### src/rtl/train_pkg.sv
// Shared types and defaults for the on-chip training sequencer.
// Holds the phase state encoding and sizing constants.
package train_pkg;

    localparam int N_BP    = 4;
    localparam int EPOCH_W = 8;
    localparam int TO_W    = 8;
    localparam int TIMEOUT = 200;

    typedef enum logic [2:0] {
        S_IDLE,
        S_FWD,
        S_BWD,
        S_CLR,
        S_ERR
    } state_e;

    function automatic logic is_active(state_e s);
        return (s == S_FWD) || (s == S_BWD) || (s == S_CLR);
    endfunction

endpackage

### src/rtl/phase_timer.sv
// Per-phase watchdog: cleared on phase entry, counts enabled cycles,
// flags expiry on the last allowed cycle of a phase.
module phase_timer #(
    parameter int TO_W    = 8,
    parameter int TIMEOUT = 200
) (
    input  logic clk_i,
    input  logic rst_i,
    input  logic en_i,
    input  logic clr_i,
    output logic expire_o
);

    logic [TO_W-1:0] cnt_q;
    logic [TO_W-1:0] cnt_d;

    assign expire_o = (cnt_q == TO_W'(TIMEOUT - 1));

    // Next count: clear wins, otherwise count up and saturate at expiry
    always_comb begin
        cnt_d = cnt_q;
        if (en_i) begin
            if (clr_i) begin
                cnt_d = '0;
            end else if (!expire_o) begin
                cnt_d = cnt_q + 1'b1;
            end
        end
    end

    // Counter register
    always_ff @(posedge clk_i or negedge rst_i) begin
        if (!rst_i) begin
            cnt_q <= '0;
        end else begin
            cnt_q <= cnt_d;
        end
    end

endmodule

### src/rtl/train_scheduler.sv
// Training loop sequencer: forward, backprop and clear phases per epoch,
// with watchdog, abort and done/error handshake. Outputs are registered.
module train_scheduler
    import train_pkg::*;
#(
    parameter int N_BP    = train_pkg::N_BP,
    parameter int EPOCH_W = train_pkg::EPOCH_W,
    parameter int TO_W    = train_pkg::TO_W,
    parameter int TIMEOUT = train_pkg::TIMEOUT
) (
    input  logic               clk_i,
    input  logic               rst_i,
    input  logic               en_i,
    input  logic               init_i,
    input  logic [EPOCH_W-1:0] epochs_i,
    input  logic               abort_i,
    input  logic               f_end_i,
    input  logic [N_BP-1:0]    b_end_i,
    input  logic               zero_end_check_i,
    output logic               f0_pass_o,
    output logic               f1_pass_o,
    output logic               b_pass_o,
    output logic               zero_loss_o,
    output logic               zero_final_o,
    output logic               zero_weight_update_o,
    output logic               busy_o,
    output logic               done_o,
    output logic               err_o,
    output logic [EPOCH_W-1:0] epoch_o
);

    state_e             state_q, state_d;
    logic [EPOCH_W-1:0] epoch_q, epoch_d;
    logic [EPOCH_W-1:0] lat_q, lat_d;
    logic [N_BP-1:0]    mask_q, mask_d;
    logic               init_q, init_d;
    logic               done_q, done_d;
    logic               f0_q, f0_d;
    logic               f1_q, f1_d;
    logic               b_q, b_d;
    logic               z_q, z_d;
    logic               busy_q, busy_d;
    logic               err_q, err_d;
    logic               rise;
    logic               expire;
    logic               tmr_clr;

    assign rise    = init_i & ~init_q;
    assign tmr_clr = (state_d != state_q) || !is_active(state_q);

    phase_timer #(
        .TO_W    (TO_W),
        .TIMEOUT (TIMEOUT)
    ) u_timer (
        .clk_i    (clk_i),
        .rst_i    (rst_i),
        .en_i     (en_i),
        .clr_i    (tmr_clr),
        .expire_o (expire)
    );

    // Phase sequencing; exit conditions beat the watchdog, abort beats all
    always_comb begin
        state_d = state_q;
        epoch_d = epoch_q;
        lat_d   = lat_q;
        mask_d  = mask_q;
        init_d  = init_q;
        done_d  = done_q;
        if (en_i) begin
            init_d = init_i;
            done_d = 1'b0;
            if (abort_i) begin
                state_d = S_IDLE;
                epoch_d = '0;
                mask_d  = '0;
            end else begin
                unique case (state_q)
                    S_IDLE: begin
                        if (rise) begin
                            epoch_d = '0;
                            if (epochs_i != '0) begin
                                lat_d   = epochs_i;
                                state_d = S_FWD;
                            end else begin
                                done_d = 1'b1;
                            end
                        end
                    end
                    S_FWD: begin
                        if (f_end_i) begin
                            state_d = S_BWD;
                            mask_d  = '0;
                        end else if (expire) begin
                            state_d = S_ERR;
                        end
                    end
                    S_BWD: begin
                        mask_d = mask_q | b_end_i;
                        if (&mask_d) begin
                            state_d = S_CLR;
                        end else if (expire) begin
                            state_d = S_ERR;
                        end
                    end
                    S_CLR: begin
                        if (zero_end_check_i) begin
                            epoch_d = epoch_q + 1'b1;
                            if (epoch_d == lat_q) begin
                                state_d = S_IDLE;
                                done_d  = 1'b1;
                            end else begin
                                state_d = S_FWD;
                            end
                        end else if (expire) begin
                            state_d = S_ERR;
                        end
                    end
                    S_ERR: begin
                        state_d = S_ERR;
                    end
                    default: begin
                        state_d = S_IDLE;
                    end
                endcase
            end
        end
    end

    // Moore decode of the next state into registered outputs
    always_comb begin
        f0_d   = (state_d == S_FWD) && (epoch_d == '0);
        f1_d   = (state_d == S_FWD) && (epoch_d != '0);
        b_d    = (state_d == S_BWD);
        z_d    = (state_d == S_CLR);
        busy_d = is_active(state_d);
        err_d  = (state_d == S_ERR);
    end

    // State, counters and output registers
    always_ff @(posedge clk_i or negedge rst_i) begin
        if (!rst_i) begin
            state_q <= S_IDLE;
            epoch_q <= '0;
            lat_q   <= '0;
            mask_q  <= '0;
            init_q  <= 1'b0;
            done_q  <= 1'b0;
            f0_q    <= 1'b0;
            f1_q    <= 1'b0;
            b_q     <= 1'b0;
            z_q     <= 1'b0;
            busy_q  <= 1'b0;
            err_q   <= 1'b0;
        end else begin
            state_q <= state_d;
            epoch_q <= epoch_d;
            lat_q   <= lat_d;
            mask_q  <= mask_d;
            init_q  <= init_d;
            done_q  <= done_d;
            f0_q    <= f0_d;
            f1_q    <= f1_d;
            b_q     <= b_d;
            z_q     <= z_d;
            busy_q  <= busy_d;
            err_q   <= err_d;
        end
    end

    assign f0_pass_o            = f0_q;
    assign f1_pass_o            = f1_q;
    assign b_pass_o             = b_q;
    assign zero_loss_o          = z_q;
    assign zero_final_o         = z_q;
    assign zero_weight_update_o = z_q;
    assign busy_o               = busy_q;
    assign done_o               = done_q;
    assign err_o                = err_q;
    assign epoch_o              = epoch_q;

endmodule

### config.mk
export PLATFORM = sky130hd
export DESIGN_NAME = train_scheduler
export DESIGN_NICKNAME = d
export VERILOG_FILES = /design/src/rtl/train_pkg.sv /design/src/rtl/phase_timer.sv /design/src/rtl/train_scheduler.sv
export SDC_FILE = /design/constraint.sdc
export NUM_CORES = 1
export LEC_CHECK = 0
export ABC_AREA = 1
export CELL_PAD_IN_SITES_DETAIL_PLACEMENT = 0
export CELL_PAD_IN_SITES_GLOBAL_PLACEMENT = 1
export CORE_AREA = 2 2 77 79
export DETAILED_ROUTE_END_ITERATION = 10
export DIE_AREA = 0 0 79 81
export PLACE_DENSITY_LB_ADDON = 0.15
export SKIP_LAST_GASP = 1
export SLEW_MARGIN = 0
export SYNTH_ARGS = -nofsm -noshare
export SYNTH_HDL_FRONTEND = slang
export SYNTH_SLANG_ARGS = --single-unit
### constraint.sdc
create_clock -name clk_i -period 4.3 [get_ports clk_i]
set_clock_uncertainty 0.05 [all_clocks]
set_input_delay 0.645 -clock clk_i [delete_from_list [all_inputs] [get_ports clk_i]]
set_output_delay 0.645 -clock clk_i [all_outputs]
set_load 0.005 [all_outputs]
== After elaboration in Yosys (flattened, before gate mapping) ==
Cells that the tools add are included.

* Input bits: 19
* Output and inout bits: 17
* Register bits after elaboration: 39
* Logic and storage cells: 75

* Mux-type cells: 26
* Reduce and logical (&&, ||, !) cells: 17
* Bitwise logic cells: 4
* Add/sub/neg operators: 2
* Eq/ne operators: 13

{| class="wikitable"
|+ Operators by type and width
! cell !! number
|-
| $mux 8 || 6
|-
| $mux 3 || 8
|-
| $add 8x1->8 const B || 2
|-
| $pmux 8 s2 || 1
|-
| $reduce_bool 8->1 || 2
|-
| $pmux 3 s5 || 1
|-
| $eq 3x2->1 const B || 4
|-
| $eq 8x8->1 || 1
|-
| $eq 8x8->1 const B || 1
|-
| $logic_not 8->1 || 1
|-
| $mux 4 || 2
|-
| $pmux 4 s2 || 1
|-
| $eq 3x1->1 const B || 2
|-
| $eq 3x3->1 const B || 2
|-
| $mux 1 || 6
|-
| $logic_or 1x1->1 || 5
|-
| $reduce_and 5->1 || 1
|-
| $or 4x4->4 || 1
|-
| $reduce_and 4->1 || 1
|-
| $logic_not 3->1 || 1
|-
| $ne 3x3->1 || 1
|-
| $ne 3x3->1 const B || 1
|-
| $reduce_and 3->1 || 1
|-
| $reduce_bool 3->1 || 1
|-
| other kinds (7) || 9
|}

== Depth between registers and ports, before layout ==
* Depth after elaboration: 11
* Depth in mapped cells: 18
* Gate-level depth less buffers: 18

== Hierarchy ==
A second synthesis with hierarchy kept.

* Cell total of the unflattened synthesis: 373
* Area, all modules: 2561.2 µm²

{| class="wikitable"
|+ By module, submodules not included
! module !! cells an instance !! times used !! seq. area each (µm²) !! area an instance (µm²)
|-
| train_scheduler || 295 || 1 || 775.7 || 2014.4
|-
| phase_timer || 78 || 1 || 200.2 || 546.8
|}

== Least setup slack after synthesis ==
No wires, ideal clock.

* Kind: input-to-reg
* Start point: input en_i
* End point: register u_timer.cnt_q[0]
* Data required time: 4.117 ns
* Path buffers: 1
* Data arrival time: 1.814 ns
* Setup time: 0.133 ns
* Stages: 12
* Path slack: 2.303 ns
* Cells stage by stage: buf_4 > inv_4 > nor2_2 > inv_2 > nor2_2 > nand2_1 > a21oi_1 > nor2_1 > nand2_1 > clkinv_2 > nand2_4 > a21oi_2

* Longest elaborated chain between the ends: 5
* Elaborated cells between the ends (all ways): 6
* Classes of those cells: eq/ne: 2; mux: 2; reduce/logical: 2

{| class="wikitable"
|+ Ends and longest elaborated chain
! what !! RTL line !! RTL
|-
| start: declaration || train_scheduler.sv:13 || <nowiki>input logic en_i,</nowiki>
|-
| $mux 3 || train_scheduler.sv:70 || <nowiki>if (en_i) begin</nowiki>
|-
| $ne 3x3->1 || train_scheduler.sv:49 || <nowiki>assign tmr_clr = (state_d != state_q) || !is_active(state_q);</nowiki>
|-
| $logic_or 1x1->1 || train_scheduler.sv:49 ||
|-
| $ne 2x1->1 (no line) || - ||
|-
| $reduce_and 2->1 (no line) || - ||
|-
| end signal: assignment || phase_timer.sv:36 || <nowiki>cnt_q <= cnt_d;</nowiki>
|-
| end: declaration || phase_timer.sv:14 || <nowiki>logic [TO_W-1:0] cnt_q;</nowiki>
|}

Several ways; a longest one is shown, not always the timed one.
A chain may end at the register's enable or synchronous reset.

== Final worst setup path ==
* Start point: input en_i
* End point: register lat_q[0]

* Longest elaborated chain between the ends: 1

{| class="wikitable"
|+ Ends and longest elaborated chain
! what !! RTL line !! RTL
|-
| $reduce_and 5->1 (no line) || - ||
|-
| end signal: assignment || train_scheduler.sv:158 || <nowiki>lat_q <= lat_d;</nowiki>
|-
| end: declaration || train_scheduler.sv:34 || <nowiki>logic [EPOCH_W-1:0] lat_q, lat_d;</nowiki>
|}

No other way between the ends.

==> metrics.yaml <==
cells_and_area:
  antennaDiodeCount: 0
  fillers: 575
  drive_gt1_share_pct: 12.93
  syn2layout_area_growth_pct: 22.04
  nets: 368
route:
  drtIter0Drc: 83
  vias: 2003
  final_antenna_net_count: 0
  drtPass1Iterations: 4
  drt_wl_total_microns: 5195
  via_per_inst: 4.735
  wl_per_cell_microns: 12.28
  drc: 0
synth:
  synth.cell_area_sq_um: 2293
  synthXorXnorAreaFrac_pct: 3.055
  yosys_most_used_dff: "dfrtp_1"
  synth_most_common_cell: "nand2_1"
  yosys.area_share.adder_pct: 1.091
  syn_area_per_cell_sq_um: 7.446
  synth_compound_area_share_pct: 10.42
  yosysTopAreaCellShare_pct: 42.55
  yosysWarnings: 0
  syn_nets: 329
  async_reset_ff_share_pct: 100.0
  ys_ff_latch: 39
  synth_top_family_by_area: "simple AND/OR/NAND/NOR gates"
  synth_cell_type_count: 38
  synth-edff-count: 0
  synthMuxAreaShare_pct: 0.4910
  seq_area_frac_synth_pct: 42.55
  yosysTopAreaCell: "dfrtp_1"
  synthTopCellsByCount: "nand2_1 (74), dfrtp_1 (39), inv_1 (36)"
  synthTopCellsByArea: "dfrtp_1 (43%), nand2_1 (12%), nand3_1 (6.5%)"
  synth-simple-area-share_pct: 33.39
  netlist_instances: 308
global_routing:
  overflow: 0
  grt_max_degree: 40
  grt_pass1_vias: 2025
  antenna_found_initial: 0
  grt_pass1_wl_microns: 9149
  track_usage_pct: 18.26
job:
  maxCapViolations: 0
sta:
  finalCritPeriodShare_pct: 54.88
  fin_crit_ps: 2360
  fmax_mhz: 423.8
  holdWs_ps: 432.6
  worst_slew_pin_slew_ps: 893.2
  hold_viol: 0
  slew_headroom_pct: 40.45
  fin_ws_ps: 1940
  finalSetupViolations: 0
  rsz0062_at_grt: "false"
  fin_setup_tns_ps: 0
  drv_slew: 0
floorplan:
  start_util_pct: 40.41
  ios: 36
  die_area_sq_um: 6399
  fp.dieH_microns: 81
  rows: 28
  die_x_microns: 79
  core_area_sq_um: 5675
clock_network:
  h-tree-depth: 2
  clockBufferDepth: 2
  postCtsResizedCells: 0
  clk_latency_ps: 290
  cts_hold_buffers: 0
  cts_sinks: 39
  cts_inserted_buffers: 5
  cts.clk_slew.worst_paths_ps: 80
  cts_tree: "done"
  clock_tree.root_cell: "clkbuf_8"
  cts_setup_buffers: 0
setup_path:
  cp_max_fo: 9
  worstPathArrival_ps: 2490
  path_class: "in -> reg"
  worstSetupEndpointType: "register"
  worst_setup_path_start_kind: "primary input"
  required_ps: 4430
place:
  port_buffers: 35
  post-place-ws_ps: 1622
  dpl.hpwl_microns: 4005
  place.gp.congestion: 0.8273
pwr:
  vdd_drop_max_mv: 0.1556
  power_density_nw_per_um2: 311.6
  leakage_nw: 1.313
hold_path:
  hold_path.class: "in -> async"
run_status:
  run_status: "finished, final reports clean"
[through the flow]
stage                     total power, mW  instance area (sq um)  util, %  instances
after floorplan                    0.5684                   2293        -        308
after global placement             0.6412                   2718    47.88        415
after detailed placement           0.6418                   2718    47.88        415
after CTS                          0.8880                   2799    49.32        423
after global routing               0.9364                   2799    49.32        423
final                              0.8722                   2799    49.32        423
[report_power, final]
part	total (mW)	leakage (nW)	switching [mW]	internal, mW
Clock	0.241	0.0422	0.127	0.114
Sequential	0.432	0.524	0.0251	0.407
Combinational	0.199	0.747	0.113	0.0862
Total	0.872	1.31	0.265	0.607
[per-layer routing]
layer	vias up	GRT usage (%)	wire (microns)
met4	0	4.828	30
met5	-	0	0
met3	4	3.333	139
li1	1058	-	-
met2	25	32.71	2633
met1	916	22.73	2392
[flip-flops by register name (all words and copies together), names as in the netlist, 3 cells and up]
register and count:
mask_q 4, epoch_o 8, state_q 3, lat_q 8
u_timer.cnt_q 8
[worst paths after layout]
| check | cells after the start | endpoint | from | slack (ps) |
|---|---|---|---|---|
| hold reg to reg | 2 | u_timer.cnt_q[1] | u_timer.cnt_q[1] | 470 |
| hold / removal | 1 | zero_final_o | rst_i | 430 |
| min in group clk_i | 2 | u_timer.cnt_q[1] | u_timer.cnt_q[1] | 470 |
| max in group asynchronous | 1 | lat_q[7] | rst_i | 3220 |
| setup / recovery | 7 | lat_q[0] | en_i | 1940 |
| setup reg to reg | 15 | f1_pass_o | epoch_o[1] | 2150 |
[layout by cell type (no fill, tap or decap), types with 3 or more instances in the layout]
cell type,n
inv_1,36
o21ai_2,3
a21oi_2,4
nand2_2,5
nand2_1,74
clkdlybuf4s50_1,34
xor2_1,5
nand3_1,30
o21ai_0,18
nor2_2,5
nor3_1,4
nand4_1,3
clkbuf_8,5
dfrtp_1,39
a21oi_1,4
inv_2,8
xnor2_1,3
nor2_1,34
[worst max-delay path, stage by stage]
cell	delay (ps)
clkdlybuf4s50_1	520
inv_4	80
nor2_2	160
inv_2	90
nor3_2	440
buf_4	230
mux2_2	330
[cells by family (layout without fill, tap and decap cells)]
group                      Yosys count  count (layout)
DFF                                 39              39
and+or+nand+nor                    168             168
buffers and inverters               51              91
adders and majority gates            2               2
AOI/OAI and AO/OA                   39              39
muxes                                1               1
xor gates and xnor gates             8               8
[area by class of cell]
cell class	count	area (sq um)	share of cell area, %
multi-input combinational	218	1111	39.70
sequential	39	975.9	34.87
timing repair buffer	37	360.3	12.87
inverter	46	176.4	6.303
tap	75	93.84	3.353
clock buffer	7	76.32	2.727
clock inverter	1	5.005	0.1788
Power figures use the tool's default switching activity.
==> RTL change 1 (same flow settings) <==
`TIMEOUT` is set to 200 in 2 places; all go to 128.
--- a/src/rtl/train_pkg.sv
+++ b/src/rtl/train_pkg.sv
@@ -7,3 +7,3 @@
     localparam int TO_W    = 8;
-    localparam int TIMEOUT = 200;
+    localparam int TIMEOUT = 128;
 
--- a/src/rtl/phase_timer.sv
+++ b/src/rtl/phase_timer.sv
@@ -4,3 +4,3 @@
     parameter int TO_W    = 8,
-    parameter int TIMEOUT = 200
+    parameter int TIMEOUT = 128
 ) (
Formal check against the unedited RTL: no difference found for any inputs over 4 cycles, from zero or initial values and one cycle with rst_i low; that may be too few to reach the edited logic, so the function may still have changed.
==> RTL change 1 against the unedited design <==
Worst hold slack got worse by 25 ps. Synthesized cell count grew 5.8%. Final area grew 6.4%. Maximum frequency is 4.7% lower. Sequential share of layout area shrank 2.1 points. Wire length increased by 4.3%. Sequential cell count stayed put. Synthesized area up 5.7%. Power up 15%. Setup slack lost 120 ps. Critical path depth grew 7. Largest power group unchanged.
==> RTL change 1: results (changes against the unedited design) <==
[sta]
fin_ws_ps=1820  ; -116 ps
holdWs_ps=407  ; -25.2 ps
tightestPinTransition_ps=872  ; -21.3 ps

[grt]
track_usage_pct=18.4  ; +0.18 points
grtUsageMet2_pct=30.8  ; -1.9 points
met1_usage_pct=23.8  ; +1.0 points
grt_first_pass_wirelength_mm=9.15  ; unchanged

[synthesis]
synth_cell_types=33  ; -13%
ys_seq_area_share_pct=40.2  ; -2.3 points
synthAdderAreaFrac_pct=1.03  ; -0.059 points
synth_compound_area_share_pct=11.0  ; +0.57 points
netlist_top_cells_count=nand2_1 (73), inv_1 (52), dfrtp_1 (39), nand3_1 (29), nor2_1 (29)
synth.area.mux_share_pct=0  ; -0.49 points
synth_fp_nets=347  ; +5.5%
synth_xor_area_share_pct=2.53  ; -0.53 points
synthTopCellsByArea=dfrtp_1 (40%), nand2_1 (11%), inv_1 (8.0%), nand3_1 (6.0%), nor2_1 (4.5%)

[worst_setup_path]
r2r_setup_slack_ps=2170  ; +20 ps
arrival_ps=2650  ; +160 ps
reg2reg_depth=14  ; -1
critPathMaxFanout=18  ; +9
max_stage_delay_ps=450  ; -70 ps
crit-reg2reg-launch=epoch_o[0]

[place]
place_ws_ps=1510  ; -112 ps
hpwl_mm=4.24  ; +5.9%
gp_congestion=0.893  ; +7.9%

[clock_tree]
post_cts_resized=0  ; unchanged
cts_root_buffer=clkbuf_8

[detailed_routing]
wl_per_cell_um=12.3  ; +0.24%
wl_met2_mm=2.63  ; -0.15%
wl_met3_um=156  ; +12%
drtIter0Drc=103  ; +24%
m1WireLength_mm=2.54  ; +6.0%
vias=2143  ; +7.0%

[layout]
final_nets=385  ; +4.6%
drive_gt1_share_pct=15.6  ; +2.7 points
fillers=571  ; -0.70%

[power_and_ir_drop]
internal_power_w=0.000721  ; +19%
ir_drop_mv=0.182  ; +17%

[outcome]
status=finished clean

[RTL change 1: through the flow]
step | utilization, % | instances | instance area, um^2 | power, W
CTS | 52.5 | 440 | 2980 | 0.00102
floorplan | - | 326 | 2420 | 0.000573
detailed placement | 50.1 | 432 | 2840 | 0.000648
global route | 52.5 | 440 | 2980 | 0.00107
finish | 52.5 | 440 | 2980 | 0.00101
global placement | 50.1 | 432 | 2840 | 0.000646
[RTL change 1: cell type report]
cell class	instances	area share (%)
Multi-Input combinational cell	218	39.5
Inverter	64	8.11
Tap cell	75	3.15
Timing Repair Buffer	36	11.8
Clock inverter	3	2.27
Clock buffer	5	2.31
Sequential cell	39	32.8
[RTL change 1: power groups by stage]
stage               combinational, W  clock, W  sequential [W]
global route                0.000232  0.000389        0.000445
finish                      0.000201  0.000366        0.000438
detailed placement          0.000203         0        0.000445
global placement            0.000201         0        0.000445
CTS                         0.000204  0.000378        0.000438
floorplan                   0.000138         0        0.000435
==> RTL change 2 (config.mk and constraints unchanged) <==
Made on the original files. One comparison of `cnt_q` changes from == to >=.
--- a/src/rtl/phase_timer.sv
+++ b/src/rtl/phase_timer.sv
@@ -16,3 +16,3 @@
 
-    assign expire_o = (cnt_q == TO_W'(TIMEOUT - 1));
+    assign expire_o = (cnt_q >= TO_W'(TIMEOUT - 1));
 
Behaviour: no difference found for any inputs over 4 cycles, from zero or initial values and one cycle with rst_i low; that may be too few to reach the edited logic, so the function may still have changed.
==> RTL change 2 against the unedited design <==
Highest routed layer unchanged. Largest cell class unchanged. Register-to-register slack worse by 30 ps. Final area is 5.2% higher. Synthesized area is 4.6% higher. Sequential cell count stayed put. Final cell count is 0.71% higher. Clock power is 51% higher. Count of clock-buffer cells in the layout is 2 lower. Setup slack better by 1.9 ps. Power is 15% higher. Wire length is 2.3% higher.
==> RTL change 2: results (changes against the unedited design) <==
[outcome]
status=finished clean

[place]
post_dp_cell_area_um2=2810  ; +3.4%
hpwl_mm=4.21  ; +5.1%
dp.cells=418  ; +0.72%
gp_congestion=0.866  ; +4.6%
place_ws_ps=1640  ; +20.1 ps

[worst_setup_path]
critical_path.top_delay_family=buffers and inverters
max_stage_delay_ps=450  ; -70 ps
arrival_ps=2540  ; +50 ps
r2r_setup_slack_ps=2120  ; -30 ps
rr_endpoint=u_timer.cnt_q[5]
crit-reg2reg-launch=epoch_o[0]
critPathMaxFanout=18  ; +9
critical-path-slowest-cell=clkdlybuf4s50_1

[layout]
fillers=582  ; +1.2%
area_growth_pct=22.7
final_nets=371  ; +0.82%
drive_gt1_share_pct=14.8  ; +1.9 points
stdcell_count=426  ; +0.71%

[clock_tree]
post_cts_resized=0  ; unchanged
clock_path_buffers=2  ; unchanged

[power_and_ir_drop]
ir_drop_mv=0.188  ; +21%
p_leak_nw=1.44  ; +9.5%
internal_power_w=0.000724  ; +19%

[sta]
holdWs_ps=421  ; -11.7 ps
maxSlewHeadroom_pct=40.6  ; +0.14 points

[detailed_routing]
viasPerCell=4.80  ; +1.3%
wl_per_cell_um=12.5  ; +1.6%
antenna_left=0  ; unchanged
drtIter0Drc=55  ; -34%

[synthesis]
synthArstFlopShare_pct=100  ; unchanged
synth_fp_nets=332  ; +0.91%
synth_cell_types=40  ; +5.3%
synthTopCellsByArea=dfrtp_1 (41%), nand2_1 (12%), inv_1 (6.4%), nand3_1 (5.8%), nor2_1 (4.8%)
netlist_top_cells_count=nand2_1 (78), inv_1 (41), dfrtp_1 (39), nor2_1 (31), nand3_1 (28)
netlist_instances=311  ; +0.97%
ys_seq_area_share_pct=40.7  ; -1.9 points

[hold_path]
hp-class=input pin to asynchronous set/reset pin

[grt]
antenna_found_initial=0  ; unchanged
grt_first_pass_wirelength_mm=9.27  ; +1.4%
track_usage_pct=18.5  ; +0.22 points

==> RTL change 2: power by group through the flow <==
stage,clock network (W),registers [W],logic [W]
after floorplan,0,0.000435,0.000136
after global placement,0,0.000442,0.000203
after detailed placement,0,0.000444,0.000204
after CTS,0.000375,0.000436,0.000205
after global routing,0.000387,0.000442,0.000233
final,0.000363,0.000436,0.000201
==> RTL change 2: cell type report <==
type | instances | area share, %
tap | 75 | 3.19
sequential | 39 | 33.1
multi-input combinational | 217 | 40.2
timing repair buffer | 37 | 12.2
clock inverter | 3 | 2.29
clock buffer | 5 | 2.34
inverter | 50 | 6.58
==> RTL change 2: cell families after synthesis <==
kind of cell	Yosys count	share of synthesized area (%)
AOI/OAI and AO/OA	33	9.65
xor gates and xnor gates	7	2.55
adders and majority gates	2	1.04
buffers and inverters	55	9.96
DFF	39	40.7
muxes	1	0.469
and+or+nand+nor	174	35.7
==> RTL change 2: worst max path at each step <==
| stage | startpoint | end | slack [ps] | cells past startpoint |
|---|---|---|---|---|
| 2_1_floorplan | en_i | u_timer.cnt_q[4] | 2420 | 13 |
| 3_3_place_gp | en_i | u_timer.cnt_q[6] | 1660 | 14 |
| 3_5_place_dp | en_i | u_timer.cnt_q[5] | 1640 | 14 |
| 4_1_cts | en_i | u_timer.cnt_q[5] | 1940 | 14 |
| 5_1_grt | en_i | u_timer.cnt_q[3] | 1720 | 14 |
| 6_report | en_i | u_timer.cnt_q[5] | 1940 | 14 |
==> RTL change 2: metal layers <==
layer	global-route usage [%]	vias up	share of wire, %
li1	-	1071	-
met1	22.8	950	45
met2	33.2	17	52
met3	3.33	6	1.9
met4	5.17	0	1.1
met5	0	-	0
